===== src/rtl/traffic_light_sequencer.sv =====
// Turns the software command byte into safely timed lamp outputs for two approaches.
// Minimum green, amber, all-red clearance and flash cadence are enforced here, not in software.
module traffic_light_sequencer #(
  parameter int MIN_GREEN_CYCLES = 8,
  parameter int AMBER_CYCLES     = 4,
  parameter int ALLRED_CYCLES    = 3,
  parameter int FLASH_CYCLES     = 5
) (
  input  logic       clk,
  input  logic       reset,
  input  logic [7:0] cmd,
  output logic [2:0] ns_lights,
  output logic [2:0] ew_lights,
  output logic [2:0] phase,
  output logic       cmd_err
);

  typedef enum logic [2:0] {
    ALL_RED  = 3'd0,
    NS_GREEN = 3'd1,
    NS_AMBER = 3'd2,
    EW_GREEN = 3'd3,
    EW_AMBER = 3'd4,
    FLASH    = 3'd5
  } state_t;

  localparam logic [31:0] GREEN_LOAD  = 32'(MIN_GREEN_CYCLES - 1);
  localparam logic [31:0] AMBER_LOAD  = 32'(AMBER_CYCLES - 1);
  localparam logic [31:0] ALLRED_LOAD = 32'(ALLRED_CYCLES - 1);
  localparam logic [31:0] FLASH_LOAD  = 32'(FLASH_CYCLES - 1);

  localparam logic [2:0] LAMP_RED   = 3'b100;
  localparam logic [2:0] LAMP_AMBER = 3'b010;
  localparam logic [2:0] LAMP_GREEN = 3'b001;

  state_t      state, next_state;
  logic [31:0] timer, next_timer;
  logic        flash_phase, next_flash_phase;
  logic [2:0]  next_ns, next_ew;

  logic [1:0] req;
  logic       flash;
  logic       expired;
  logic       unused_cmd_bits;

  assign req             = cmd[1:0];
  assign flash           = cmd[2];
  assign expired         = (timer == 32'd0);
  assign unused_cmd_bits = ^cmd[7:3];

  // Decisions are taken only on timer expiry, except leaving FLASH which is immediate.
  always_comb begin
    next_state       = state;
    next_timer       = expired ? 32'd0 : timer - 32'd1;
    next_flash_phase = flash_phase;
    case (state)
      ALL_RED: begin
        if (expired) begin
          if (flash) begin
            next_state       = FLASH;
            next_timer       = FLASH_LOAD;
            next_flash_phase = 1'b1;
          end else if (req == 2'd1) begin
            next_state = NS_GREEN;
            next_timer = GREEN_LOAD;
          end else if (req == 2'd2) begin
            next_state = EW_GREEN;
            next_timer = GREEN_LOAD;
          end
        end
      end
      NS_GREEN: begin
        if (expired && (req != 2'd1 || flash)) begin
          next_state = NS_AMBER;
          next_timer = AMBER_LOAD;
        end
      end
      EW_GREEN: begin
        if (expired && (req != 2'd2 || flash)) begin
          next_state = EW_AMBER;
          next_timer = AMBER_LOAD;
        end
      end
      NS_AMBER, EW_AMBER: begin
        if (expired) begin
          next_state = ALL_RED;
          next_timer = ALLRED_LOAD;
        end
      end
      FLASH: begin
        if (!flash) begin
          next_state       = ALL_RED;
          next_timer       = ALLRED_LOAD;
          next_flash_phase = 1'b0;
        end else if (expired) begin
          next_timer       = FLASH_LOAD;
          next_flash_phase = ~flash_phase;
        end
      end
      default: begin
        next_state = ALL_RED;
        next_timer = ALLRED_LOAD;
      end
    endcase
  end

  always_comb begin
    next_ns = LAMP_RED;
    next_ew = LAMP_RED;
    case (next_state)
      NS_GREEN: next_ns = LAMP_GREEN;
      NS_AMBER: next_ns = LAMP_AMBER;
      EW_GREEN: next_ew = LAMP_GREEN;
      EW_AMBER: next_ew = LAMP_AMBER;
      FLASH: begin
        next_ns = {1'b0, next_flash_phase, 1'b0};
        next_ew = {1'b0, next_flash_phase, 1'b0};
      end
      default: begin
        next_ns = LAMP_RED;
        next_ew = LAMP_RED;
      end
    endcase
  end

  // Lamps are registered alongside the state so cmd never reaches them combinationally.
  always_ff @(posedge clk or posedge reset) begin
    if (reset) begin
      state       <= ALL_RED;
      timer       <= ALLRED_LOAD;
      flash_phase <= 1'b0;
      ns_lights   <= LAMP_RED;
      ew_lights   <= LAMP_RED;
      phase       <= 3'd0;
      cmd_err     <= 1'b0;
    end else begin
      state       <= next_state;
      timer       <= next_timer;
      flash_phase <= next_flash_phase;
      ns_lights   <= next_ns;
      ew_lights   <= next_ew;
      phase       <= next_state;
      cmd_err     <= (req == 2'd3);
    end
  end

endmodule


===== config.mk =====
export PLATFORM = sky130hd
export DESIGN_NAME = traffic_light_sequencer
export DESIGN_NICKNAME = d
export VERILOG_FILES = /design/src/rtl/traffic_light_sequencer.sv
export SDC_FILE = /design/constraint.sdc
export NUM_CORES = 1
export LEC_CHECK = 0
export ABC_AREA = 1
export BUFFER_PORTS_ARGS = -buffer_cell sky130_fd_sc_hd__buf_2
export CAP_MARGIN = 20
export CORE_AREA = 2 2 96 98
export CTS_BUF_LIST = sky130_fd_sc_hd__clkbuf_8
export DETAILED_ROUTE_END_ITERATION = 8
export DIE_AREA = 0 0 98 100
export GPL_ROUTABILITY_DRIVEN = 1
export PLACE_DENSITY = 0.48
export SYNTH_ARGS = -nofsm -noshare
export SYNTH_HDL_FRONTEND = slang
export SYNTH_SLANG_ARGS = --single-unit

===== constraint.sdc =====
create_clock -name clk -period 3.18 [get_ports clk]
set_clock_uncertainty 0.2 [all_clocks]
set_input_delay 0.159 -clock clk [delete_from_list [all_inputs] [get_ports clk]]
set_output_delay 0.159 -clock clk [all_outputs]
set_load 0.02 [all_outputs]

# After elaboration in Yosys (flattened, before gate mapping)
# Cells that the tools add are included.
[op_classes]
addsub = 1
eq_ne = 15
mux = 27
n_bitwise = 1
n_reduce_logical = 7
[op_table]
columns = ["cell", "count"]
rows = [
  ["32-bit two-way mux", 10],
  ["32-bit case mux with 5 select lines", 1],
  ["32-bit logical NOT", 1],
  ["32-bit by 1-bit subtractor with 32-bit output (second input constant)", 1],
  ["3-bit two-way mux", 8],
  ["3-bit case mux with 3 select lines", 2],
  ["3-bit case mux with 5 select lines", 1],
  ["3-bit by 2-bit == test with 1-bit output (second input constant)", 4],
  ["3-bit == test (second input constant)", 4],
  ["3-bit by 1-bit == test with 1-bit output (second input constant)", 2],
  ["2-bit == test (second input constant)", 2],
  ["1-bit two-way mux", 4],
  ["3-bit logical NOT", 1],
  ["2-bit by 1-bit == test with 1-bit output (second input constant)", 1],
  ["1-bit logical AND", 2],
  ["1-bit logical OR", 2],
  ["2-bit by 1-bit inequality test with 1-bit output (second input constant)", 1],
  ["2-bit inequality test (second input constant)", 1],
  ["1-bit case mux with 2 select lines", 1],
  ["2-bit OR reduction", 1],
  ["1-bit inverter", 1],
]
[totals]
reg_bits = 43
in_bits = 10
output_inout_bits = 10

# Depth between registers and ports, before layout
# Gate-level depths: netlist of the first run.
[depth]
ltp_word = 8
ltp_mapped = 14

# Least setup slack after synthesis of the first run
# No wires, ideal clock.
[synth_path]
path_kind = "register -> register"
from = "register timer[0]"
to = "register timer[19]"
t_arrival_ns = 1.598
required_time_ns = 2.860
slack_ns = 1.262
stages_incl_launch_ff = 14
period_less_slack_ns = 1.918
path_cell_list = "dfrtp_1 > inv_1 > ha_1 > inv_1 > nor2_1 > nand2_1 > nor2_4 > nand2_4 > nor2_8 > nor2_1 > a21oi_2 > buf_4 > buf_6 > nor2_1"
[synth_via]
elab_chain_cells = 7
elab_cells_between_ends = 15
classes_between = "add/sub (1); mux (11); reduce/logical (3)"
[synth_lines]
columns = ["element", "line", "rtl"]
rows = [
  ["start: declaration", "37", "logic [31:0] timer, next_timer;"],
  ["start signal: assignment", "138", "timer <= next_timer;"],
  ["32-bit by 1-bit subtractor with 32-bit output / 32-bit logical NOT (equally long branches)", "54, 48", ""],
  ["32-bit two-way mux", "54", "next_timer = expired ? 32'd0 : timer - 32'd1;"],
  ["32-bit two-way mux", "66", "end else if (req == 2'd2) begin"],
  ["32-bit two-way mux", "63", "end else if (req == 2'd1) begin"],
  ["32-bit two-way mux", "59", "if (flash) begin"],
  ["32-bit two-way mux", "58", "if (expired) begin"],
  ["32-bit case mux with 5 select lines (*)", "56", "case (state)"],
  ["net next_timer[19]", "37", ""],
]
# Mark *: on every way through the listed nets, which the timed path passes. The rest lies on a longest branch.

# Final worst setup path of the first run
[layout_path]
from = "register timer[0]"
to = "register timer[15]"
# Same word-level chain as after synthesis.

==> impl_metrics.env, run 1 <==
export IMPL_clock_period_minus_worst_slack_ps=2158
export IMPL_worst_hold_path_endpoint="state[2]"
export IMPL_total_i_o_pin_count=20
export IMPL_layout_cells_sized_above_1=0.1690
export IMPL_drtIter0Drc=51
export IMPL_crit_slowest_cell="sky130_fd_sc_hd__dfrtp_1"
export IMPL_critPathTopFamily="simple AND/OR/NAND/NOR gates"
export IMPL_r2r_end="timer[15]"
export IMPL_final_cell_count_no_fill=472
export IMPL_run_status="finished, final reports clean"
export IMPL_timing_reg2reg_setup_slack_ps=1020
export IMPL_postSynthAreaPerCell_um2=7.600
export IMPL_drtPass1Iterations=5
export IMPL_hold_path_depth=3
export IMPL_hold_path_startpoint="cmd[2]"
export IMPL_max_slew_margin=0.3913
export IMPL_p_leak_nw=1.453
export IMPL_remaining_drc_errors=0
export IMPL_coreArea_um2=8890
export IMPL_synth_distinct_cells=32
export IMPL_die_area_um2=9800
export IMPL_start_kind="register"
export IMPL_timing_worst_slew_pin_value_ps=911.7
export IMPL_power_per_cell_area_nw_per_um2=814.1
export IMPL_ctsResizeCount=0
export IMPL_grt_usage=0.1223
export IMPL_crit_path_cell_trace="inv_1, ha_1, inv_1, nor2_1, nand2_1, nor2_4, nand2_4, nor2_8, nor2_1, a21oi_2, buf_4, nor3b_1"
export IMPL_critPathBufInv=3
export IMPL_area_growth_synth_to_final_pct=13.25
export IMPL_maxCapViolations=0
export IMPL_post_cts_setup_buffers=0
export IMPL_tritoncts_num_buffers=5
export IMPL_tritoncts="yes"
export IMPL_critical_path_class="reg2reg"
export IMPL_synth_cells=338
export IMPL_numPortBuffers=14
export IMPL_cts_hold_repair_buffers=3
export IMPL_num_antenna_cells=0
export IMPL_detailedPlacementHpwl_um=4017
export IMPL_met1_usage=0.1611
export IMPL_worst_ir_drop_vdd_v=0.0002890
export IMPL_critical_path_s_largest_stage_delay_ps=390
export IMPL_via_density_per_instance=4.335
export IMPL_starting_density=0.2890
export IMPL_slew_violations=0
export IMPL_grt_pass1_wl_um=9666
export IMPL_drt_total_wl_um=5491
export IMPL_cp_required_ps=3150
export IMPL_fillCellCount=959
export IMPL_route_antenna_remaining_nets=0
export IMPL_layout_common_cells="76 x sky130_fd_sc_hd__nor2_1, 62 x sky130_fd_sc_hd__nand2_1, 41 x sky130_fd_sc_hd__inv_1"
export IMPL_yosysWarnings=0
export IMPL_timing_critical_path_fanout_max=29
export IMPL_placementRows=35
export IMPL_timing_critical_path_to_type="register"
export IMPL_setup_violations_final=0
export IMPL_grt_start_max_net_pins=44
export IMPL_final_setup_tns_ps=0
export IMPL_cts_path_max_buffers=2
export IMPL_clock_insertion_delay_worst_skew_ps=300
export IMPL_global_route_usage_met3=0.02786
export IMPL_timing_hold_violations_final=0
export IMPL_rsz0062_at_grt="false"
export IMPL_clock_fmax_mhz=463.4
export IMPL_die_height_um=100
export IMPL_grt_antenna_before_repair=0
export IMPL_cts_sinks=43
export IMPL_ys_seq_elements=43
export IMPL_worst_r2r_startpoint="timer[0]"
export IMPL_cts_root_buf="sky130_fd_sc_hd__clkbuf_8"
export IMPL_first_global_vias=2101
export IMPL_nets_finish=372
export IMPL_r2r_cells=12
export IMPL_final_common_cell="sky130_fd_sc_hd__nor2_1"
export IMPL_global_route_usage_met2=0.2039
export IMPL_worstPathArrival_ps=2130
export IMPL_synth_area_um2=2569
export IMPL_cts_max_level=2
export IMPL_placed_cells=461
export IMPL_min_period_over_period=0.6786
export IMPL_synth_net_count=350
export IMPL_globalplace_congestion=0.8170
export IMPL_grt_busiest_layer="met2"
export IMPL_path_clk_slew_ps=80
export IMPL_routedWlPerCell_um=11.63
export IMPL_overflow=0
export IMPL_vias=2046
export IMPL_die_w_um=98
export IMPL_yosysSeqAreaShare=0.4204
export IMPL_hold_class="in2reg"
## cells in the mapped netlist
library cell                n  area share
sky130_fd_sc_hd__nor2_8     1      0.0078
sky130_fd_sc_hd__buf_2      1      0.0019
sky130_fd_sc_hd__dfrtp_1   40        0.39
sky130_fd_sc_hd__inv_2      2      0.0029
sky130_fd_sc_hd__nand4_1    3      0.0073
sky130_fd_sc_hd__or2_2      1      0.0024
sky130_fd_sc_hd__nor3_1     7       0.014
sky130_fd_sc_hd__buf_4      1      0.0029
sky130_fd_sc_hd__a21oi_1   10       0.019
sky130_fd_sc_hd__nand3b_1   1      0.0029
sky130_fd_sc_hd__nand2_4    4       0.018
sky130_fd_sc_hd__buf_6      1      0.0044
sky130_fd_sc_hd__nor2_4     5       0.022
sky130_fd_sc_hd__nor2_1    76        0.11
sky130_fd_sc_hd__a21oi_2    2      0.0068
sky130_fd_sc_hd__xnor2_1    2      0.0068
sky130_fd_sc_hd__o21ai_0    6       0.012
sky130_fd_sc_hd__xor2_1    22       0.075
sky130_fd_sc_hd__o21bai_1   1      0.0029
sky130_fd_sc_hd__nor3b_1    1      0.0029
sky130_fd_sc_hd__ha_1       2      0.0097
sky130_fd_sc_hd__and3_1     1      0.0024
sky130_fd_sc_hd__nor4b_1    1      0.0034
sky130_fd_sc_hd__nor2_2    12       0.029
sky130_fd_sc_hd__nand3_1   18       0.035
sky130_fd_sc_hd__a21boi_0   1      0.0029
sky130_fd_sc_hd__o21ai_1    2      0.0039
sky130_fd_sc_hd__nand2_1   62       0.091
sky130_fd_sc_hd__inv_1     42       0.061
sky130_fd_sc_hd__nand3_2    1      0.0039
sky130_fd_sc_hd__dfstp_2    3       0.031
sky130_fd_sc_hd__nand2_2    6       0.015
## per-layer routing
metal	part of all wire	up-vias
met5	0	-
met2	0.46	25
met4	0.0076	0
met1	0.50	939
met3	0.033	4
li1	-	1078
## cell families after synthesis
family                   synth area share
AND/OR/NAND/NOR                    0.3668
XOR/XNOR                          0.08183
flip-flops                         0.4204
AO/OA/AOI/OAI                     0.04774
buffers and inverters             0.07355
adder cells (fa/ha/maj)          0.009740
## final cells by class
type	instances	area, um^2	share of cell area
multi-input combinational	248	1300	0.4469
sequential	43	1080	0.3712
inverter	44	165.2	0.05677
tap	111	138.9	0.04774
timing repair buffer	18	107.6	0.03699
clock buffer	6	82.58	0.02839
clock inverter	2	35.03	0.01204
## per-stage QoR
| step | instance area [um^2] | power, mW | utilization | hold WS (ps) | worst slack (ps) |
|---|---|---|---|---|---|
| after CTS | 2909 | 2.395 | 0.3272 | 26.38 | 983.0 |
| after global routing | 2909 | 2.586 | 0.3272 | 60.15 | 792.9 |
| after floorplan | 2569 | 1.702 | - | 58.70 | 1262 |
| after global placement | 2761 | 1.917 | 0.3106 | 167.2 | 1017 |
| final | 2909 | 2.368 | 0.3272 | 42.42 | 1022 |
| after detailed placement | 2761 | 1.924 | 0.3106 | 173.1 | 1010 |
## worst max path at each step
stage	startpoint	endpoint	cells past startpoint
global route	timer[0]	timer[28]	12
detailed placement	timer[0]	timer[28]	12
global placement	timer[0]	timer[28]	12
finish	timer[0]	timer[15]	12
floorplan	timer[0]	timer[19]	13
CTS	timer[0]	timer[28]	12
## where the power goes
group / total, mW / switching [mW] / internal [mW]
combinational: 1.00 / 0.640 / 0.364
clock: 0.451 / 0.197 / 0.254
sequential: 0.913 / 0.175 / 0.738
total: 2.37 / 1.01 / 1.36
## tightest hold or removal path, stage by stage
cell and delay (ps):
sky130_fd_sc_hd__buf_2 120, sky130_fd_sc_hd__nand3_1 90, sky130_fd_sc_hd__nand3_2 130
## registers in the layout, summed over array words and instances (netlist names)
| signal | count |
|---|---|
| ew_lights | 3 |
| flash_phase | 1 |
| ns_lights | 3 |
| state | 3 |
| timer | 32 |
| cmd_err | 1 |
No activity file was read; power rests on OpenSTA's default activity.
==> inputs of run 2 (changes only) <==
==> constraint.sdc (replaced) <==
create_clock -name clk -period 2.1 [get_ports clk]
set_clock_uncertainty 0.2 [all_clocks]
set_input_delay 0.105 -clock clk [delete_from_list [all_inputs] [get_ports clk]]
set_output_delay 0.105 -clock clk [all_outputs]
set_load 0.02 [all_outputs]
==> run 2 against run 1 <==
Effect of this change: flip-flop and latch count unchanged; combinational power rose by 74%; final area grew 9.1%; critical path depth unchanged; maximum frequency grew 8.4%; total power increased by 66%; via count up 6.2%; sequential power increased by 54%; die area unchanged; critical path type unchanged; largest cell class unchanged; highest routed layer unchanged.
==> impl_metrics.env, run 2 (synthesis results as in run 1) <==
export IMPL_grt_pass1_wl_um=9660
export IMPL_grt_start_max_net_pins=44
export IMPL_worstPathArrival_ps=2010
export IMPL_p_int_mw=2.293
export IMPL_tritoncts_num_buffers=5
export IMPL_clock_period_minus_worst_slack_ps=1991
export IMPL_starting_density=0.2890
export IMPL_crit_path_frequent_cell="sky130_fd_sc_hd__nand3_1"
export IMPL_via_density_per_instance=4.406
export IMPL_timing_critical_path_to_type="register"
export IMPL_numPortBuffers=14
export IMPL_clock_insertion_delay_worst_skew_ps=300
export IMPL_critical_path_class="reg2reg"
export IMPL_die_height_um=100
export IMPL_num_antenna_cells=0
export IMPL_die_w_um=98
export IMPL_path_clk_slew_ps=80
export IMPL_largest_register_ff_count=32
export IMPL_cts_path_max_buffers=2
export IMPL_worst_ir_drop_vdd_v=0.0005445
export IMPL_overflow=0
export IMPL_final_common_cell="sky130_fd_sc_hd__nor2_1"
export IMPL_timing_worst_slew_pin_value_ps=576.3
export IMPL_remaining_drc_errors=0
export IMPL_coreArea_um2=8890
export IMPL_clock_fmax_mhz=502.1
export IMPL_vias=2172
export IMPL_critPathBufInv=2
export IMPL_maxCapViolations=0
export IMPL_rsz0062_at_grt="true"
export IMPL_power_total_mw=3.923
export IMPL_total_i_o_pin_count=20
export IMPL_area_growth_synth_to_final_pct=23.58
export IMPL_cp_required_ps=2120
export IMPL_layout_common_cells="73 x sky130_fd_sc_hd__nor2_1, 60 x sky130_fd_sc_hd__nand2_1, 40 x sky130_fd_sc_hd__dfrtp_1"
export IMPL_critPathTopFamily="simple AND/OR/NAND/NOR gates"
export IMPL_whs_ps=175.8
export IMPL_top_register="timer"
export IMPL_setup_violations_final=0
export IMPL_crit_slowest_cell="sky130_fd_sc_hd__dfstp_2"
export IMPL_cts_sinks=43
export IMPL_pwr_share_comb=0.444
export IMPL_timing_hold_violations_final=0
export IMPL_timing_critical_path_fanout_max=6
export IMPL_globalplace_congestion=0.8455
export IMPL_drtPass1Iterations=4
export IMPL_p_leak_nw=1.591
export IMPL_cts_max_level=2
export IMPL_route_antenna_remaining_nets=0
export IMPL_crit_path_cell_trace="inv_2, ha_4, buf_4, nand3_1, nor2_1, nand3_1, nor2_4, nand3_1, nand2_1, nor2_4, nand2_2, o21bai_1"
export IMPL_routedWlPerCell_um=11.73
export IMPL_share_seq_of_total_power=0.359
export IMPL_max_slew_margin=0.6158
export IMPL_tritoncts="yes"
export IMPL_critical_path_s_largest_stage_delay_ps=530
export IMPL_final_area_um2=3174
export IMPL_first_global_vias=2120
export IMPL_fillCellCount=948
export IMPL_power_net_switching_mw=1.630
export IMPL_drtIter0Drc=69
export IMPL_power_per_cell_area_nw_per_um2=1236
export IMPL_switching_share=0.4155
export IMPL_placementRows=35
export IMPL_final_setup_tns_ps=0
export IMPL_layout_cells_sized_above_1=0.2382
export IMPL_run_status="finished, final reports clean"
export IMPL_nets_finish=393
export IMPL_slew_violations=0
export IMPL_die_area_um2=9800
export IMPL_power_clock_fraction=0.196
export IMPL_cts_root_buf="sky130_fd_sc_hd__clkbuf_8"
export IMPL_grt_usage=0.1215
export IMPL_start_kind="register"
export IMPL_grt_antenna_before_repair=0
export IMPL_min_period_over_period=0.9483
export IMPL_detailedPlacementHpwl_um=4156
export IMPL_postPlaceCellArea_um2=2864
export IMPL_hold_class="in2reg"
export IMPL_drt_total_wl_um=5781
## run 2: cell count changes in the layout (fill, tap and decap cells not counted), sizes merged
cell,delta
dlygate4sd3,+1
nor2,+1
clkbuf,-1
clkinv,-1
inv,+1
bufinv,+1
buf,+19
## run 2: metal layers
layer,global-route usage,routed length [um],vias up
met5,0,0,-
met4,0.03526,95,0
met3,0.02507,129,11
met2,0.2002,2658,22
met1,0.1622,2897,1016
li1,-,-,1123
## run 2: path summary, 6_finish.rpt
| kind | from | end | slack [ps] | depth (start not counted) |
|---|---|---|---|---|
| max in group asynchronous | reset | timer[7] | 1020 | 4 |
| worst max-delay path | timer[1] | ns_lights[1] | 110 | 12 |
| worst max register to register | timer[1] | ns_lights[1] | 110 | 12 |
| worst min-delay path | cmd[0] | timer[2] | 180 | 7 |
| min in group asynchronous | reset | ew_lights[0] | 290 | 4 |
| worst min register to register | timer[0] | timer[0] | 360 | 2 |
## run 2: what timing repair did
action | in CTS | in global routing
endpoints found under the setup margin | 0 | 38
setup buffers | 0 | 7
hold buffers | 4 | 0
resized for setup | 0 | 23
hold endpoints to repair | 44 | 0
## run 2: through the flow
step | setup WS, ps | util | instances
floorplan | 182.2 | - | 338
global placement | 76.75 | 0.3222 | 473
detailed placement | 29.61 | 0.3222 | 473
CTS | 19.64 | 0.3416 | 485
global route | -39.04 | 0.3571 | 493
finish | 108.5 | 0.3571 | 493
## run 2: worst min-delay path, stage by stage
cell	delay (ps)
sky130_fd_sc_hd__buf_2	100
sky130_fd_sc_hd__nand2_1	60
sky130_fd_sc_hd__nand2_1	50
sky130_fd_sc_hd__o21ai_0	60
sky130_fd_sc_hd__inv_1	90
sky130_fd_sc_hd__nor3_1	60
sky130_fd_sc_hd__a21oi_1	100
## run 2: power by group through the flow
stage	Combinational (mW)	Clock (mW)	Sequential (mW)
6_report	1.74	0.771	1.41
5_1_grt	1.96	0.822	1.45
4_1_cts	1.61	0.802	1.39
3_5_place_dp	1.60	0	1.40
3_3_place_gp	1.58	0	1.40
2_1_floorplan	1.18	0	1.40
## run 2: layout make-up
type	count	area, um^2	area share
Multi-Input combinational cell	249	1385	0.4363
Clock inverter	3	63.81	0.02010
Timing Repair Buffer	38	272.8	0.08593
Sequential cell	43	1080	0.3402
Inverter	44	165.2	0.05203
Clock buffer	5	68.82	0.02168
Tap cell	111	138.9	0.04375
==> inputs of run 3 (changes only) <==
--- a/config.mk
+++ b/config.mk
@@ -8,12 +8,13 @@
 export ABC_AREA = 1
 export BUFFER_PORTS_ARGS = -buffer_cell sky130_fd_sc_hd__buf_2
 export CAP_MARGIN = 20
-export CORE_AREA = 2 2 96 98
+export CORE_AREA = 5 5 99 101
 export CTS_BUF_LIST = sky130_fd_sc_hd__clkbuf_8
 export DETAILED_ROUTE_END_ITERATION = 8
-export DIE_AREA = 0 0 98 100
+export DIE_AREA = 0 0 104 106
 export GPL_ROUTABILITY_DRIVEN = 1
 export PLACE_DENSITY = 0.48
+export RECOVER_POWER = 25
 export SYNTH_ARGS = -nofsm -noshare
 export SYNTH_HDL_FRONTEND = slang
 export SYNTH_SLANG_ARGS = --single-unit
==> run 3 against run 2 <==
Effect of this change: clock power rose by 0.5%; combinational power hardly changed; count of clock-buffer cells in the layout is the same; final area decreased by 1.2%; maximum frequency is 1.3% lower; sequential power about the same; first-iteration DRC count up 4.3%; core utilization down 0.60 points; highest routed layer unchanged.
==> impl_metrics.env, run 3 (synthesis results as in run 1) <==
export IMPL_run_status="finished, final reports clean"
export IMPL_cts_path_max_buffers=2
export IMPL_placed_cells=473
export IMPL_p_int_mw=2.265
export IMPL_max_slew_margin=0.2640
export IMPL_worst_hold_path_endpoint="state[0]"
export IMPL_grt_pass1_wl_um=10120
export IMPL_power_net_switching_mw=1.624
export IMPL_remaining_drc_errors=0
export IMPL_coreArea_um2=8934
export IMPL_hold_class="in2reg"
export IMPL_drt_total_wl_um=5803
export IMPL_start_kind="register"
export IMPL_vias=2127
export IMPL_slew_violations=0
export IMPL_hold_path_startpoint="cmd[0]"
export IMPL_die_height_um=106
export IMPL_area_growth_synth_to_final_pct=22.11
export IMPL_switching_share=0.4177
export IMPL_starting_density=0.2875
export IMPL_timing_reg2reg_setup_slack_ps=80
export IMPL_final_common_cell="sky130_fd_sc_hd__nor2_1"
export IMPL_die_w_um=104
export IMPL_layout_cells_sized_above_1=0.2275
export IMPL_r2r_end="ns_lights[1]"
export IMPL_timing_critical_path_to_type="register"
export IMPL_cts_root_buf="sky130_fd_sc_hd__clkbuf_8"
export IMPL_final_area_um2=3137
export IMPL_nets_finish=389
export IMPL_routedWlPerCell_um=11.87
export IMPL_cts_max_level=2
export IMPL_largest_register_ff_count=32
export IMPL_first_global_vias=2193
export IMPL_tritoncts="yes"
export IMPL_postPlaceCellArea_um2=2864
export IMPL_overflow=0
export IMPL_drtIter0Drc=72
export IMPL_min_period_over_period=0.9611
export IMPL_num_antenna_cells=0
export IMPL_clock_fmax_mhz=495.5
export IMPL_worstSetupStartpoint="timer[0]"
export IMPL_grt_start_max_net_pins=44
export IMPL_critical_path_class="reg2reg"
export IMPL_final_cell_count_no_fill=489
export IMPL_grt_usage=0.1101
export IMPL_clock_insertion_delay_worst_skew_ps=300
export IMPL_grt_antenna_before_repair=0
export IMPL_power_total_mw=3.889
export IMPL_route_antenna_remaining_nets=0
export IMPL_top_register="timer"
export IMPL_die_area_um2=11020
export IMPL_via_density_per_instance=4.350
export IMPL_numPortBuffers=14
export IMPL_globalplace_congestion=0.7771
export IMPL_setup_violations_final=0
export IMPL_worstPathArrival_ps=2040
export IMPL_p_leak_nw=1.548
export IMPL_share_seq_of_total_power=0.360
export IMPL_hold_path_depth=5
export IMPL_detailedPlacementHpwl_um=4172
export IMPL_path_clk_slew_ps=90
export IMPL_pre_cts_setup_slack_ps=56.12
export IMPL_cts_sinks=43
export IMPL_total_i_o_pin_count=20
export IMPL_layout_common_cells="70 x sky130_fd_sc_hd__nor2_1, 60 x sky130_fd_sc_hd__nand2_1, 41 x sky130_fd_sc_hd__inv_1"
export IMPL_clock_period_minus_worst_slack_ps=2018
export IMPL_power_per_cell_area_nw_per_um2=1240
export IMPL_maxCapViolations=0
export IMPL_timing_worst_slew_pin_value_ps=1104
export IMPL_post_route_worst_setup_slack_ps=81.72
export IMPL_cp_required_ps=2120
export IMPL_worst_ir_drop_vdd_v=0.0004785
export IMPL_timing_hold_violations_final=0
export IMPL_tritoncts_num_buffers=5
export IMPL_power_clock_fraction=0.199
export IMPL_timing_critical_path_fanout_max=5
export IMPL_placementRows=35
export IMPL_rsz0062_at_grt="true"
export IMPL_worst_r2r_startpoint="timer[0]"
export IMPL_r2r_cells=14
export IMPL_drtPass1Iterations=4
export IMPL_fillCellCount=977
export IMPL_pwr_share_comb=0.441
-- run 3: changes by cell type in the layout (fill, tap and decap cells not counted), moves of 3 or more --
| cell | delta |
|---|---|
| sky130_fd_sc_hd__buf_2 | -5 |
| sky130_fd_sc_hd__buf_4 | -5 |
| sky130_fd_sc_hd__clkbuf_1 | +5 |
| sky130_fd_sc_hd__nor2_1 | -3 |
| sky130_fd_sc_hd__nor2_2 | +6 |
| sky130_fd_sc_hd__nor2_4 | -3 |
-- run 3: what timing repair did --
item	CTS	global route
setup endpoints to repair	0	39
hold buffers	4	0
gates resized for setup	0	25
buffers inserted	0	3
endpoints found under the hold margin	44	0
-- run 3: critical path, cell delays in order, from the launching register on --
cell                       delay [ps]
sky130_fd_sc_hd__dfrtp_1          390
sky130_fd_sc_hd__inv_2             80
sky130_fd_sc_hd__ha_4             120
sky130_fd_sc_hd__inv_1             30
sky130_fd_sc_hd__nor2_1            90
sky130_fd_sc_hd__nand2_1           90
sky130_fd_sc_hd__nor2_4           130
sky130_fd_sc_hd__nand2_4           90
sky130_fd_sc_hd__nor2_8           150
sky130_fd_sc_hd__nand2_4           60
sky130_fd_sc_hd__nand2_4           90
sky130_fd_sc_hd__nand2_4           50
sky130_fd_sc_hd__nor2_4           120
sky130_fd_sc_hd__nand2_2           80
sky130_fd_sc_hd__o21bai_1         160
-- run 3: worst max path at each step --
stage,cells past startpoint,endpoint
after global routing,14,ns_lights[1]
after floorplan,13,timer[19]
after global placement,14,ns_lights[1]
after detailed placement,14,ew_lights[1]
final,14,ns_lights[1]
after CTS,14,ns_lights[1]
-- run 3: per-stage QoR --
step | hold WS (ps) | utilization | TNS (ps)
detailed placement | 95.59 | 0.3206 | 0
finish | 161.9 | 0.3511 | 0
CTS | 175.1 | 0.3399 | 0
global placement | 87.23 | 0.3206 | 0
global route | 204.6 | 0.3511 | -438.4
floorplan | 4.697 | - | 0
-- run 3: layout make-up --
type                    instances  area [um^2]  share of cell area
inverters                      44        165.2             0.05265
repair buffers                 34        234.0             0.07459
clock inverters                 3        63.81             0.02034
clock buffers                   5        68.82             0.02194
well taps                     111        138.9             0.04428
multi-input cells             249         1386              0.4420
flip-flops and latches         43         1080              0.3442
-- run 3: layer usage --
metal / part of all wire / vias to the layer above / track usage
met5: 0 / - / 0
met4: 0.016 / 0 / 0.03238
met3: 0.027 / 10 / 0.02368
met2: 0.46 / 26 / 0.1812
met1: 0.49 / 973 / 0.1453
li1: - / 1118 / -
-- run 3: power groups by stage --
stage	registers (mW)	logic (mW)	clock network, mW
after CTS	1.39	1.62	0.806
after global routing	1.44	1.98	0.843
after detailed placement	1.40	1.60	0
after global placement	1.40	1.59	0
final	1.40	1.72	0.775
after floorplan	1.40	1.18	0
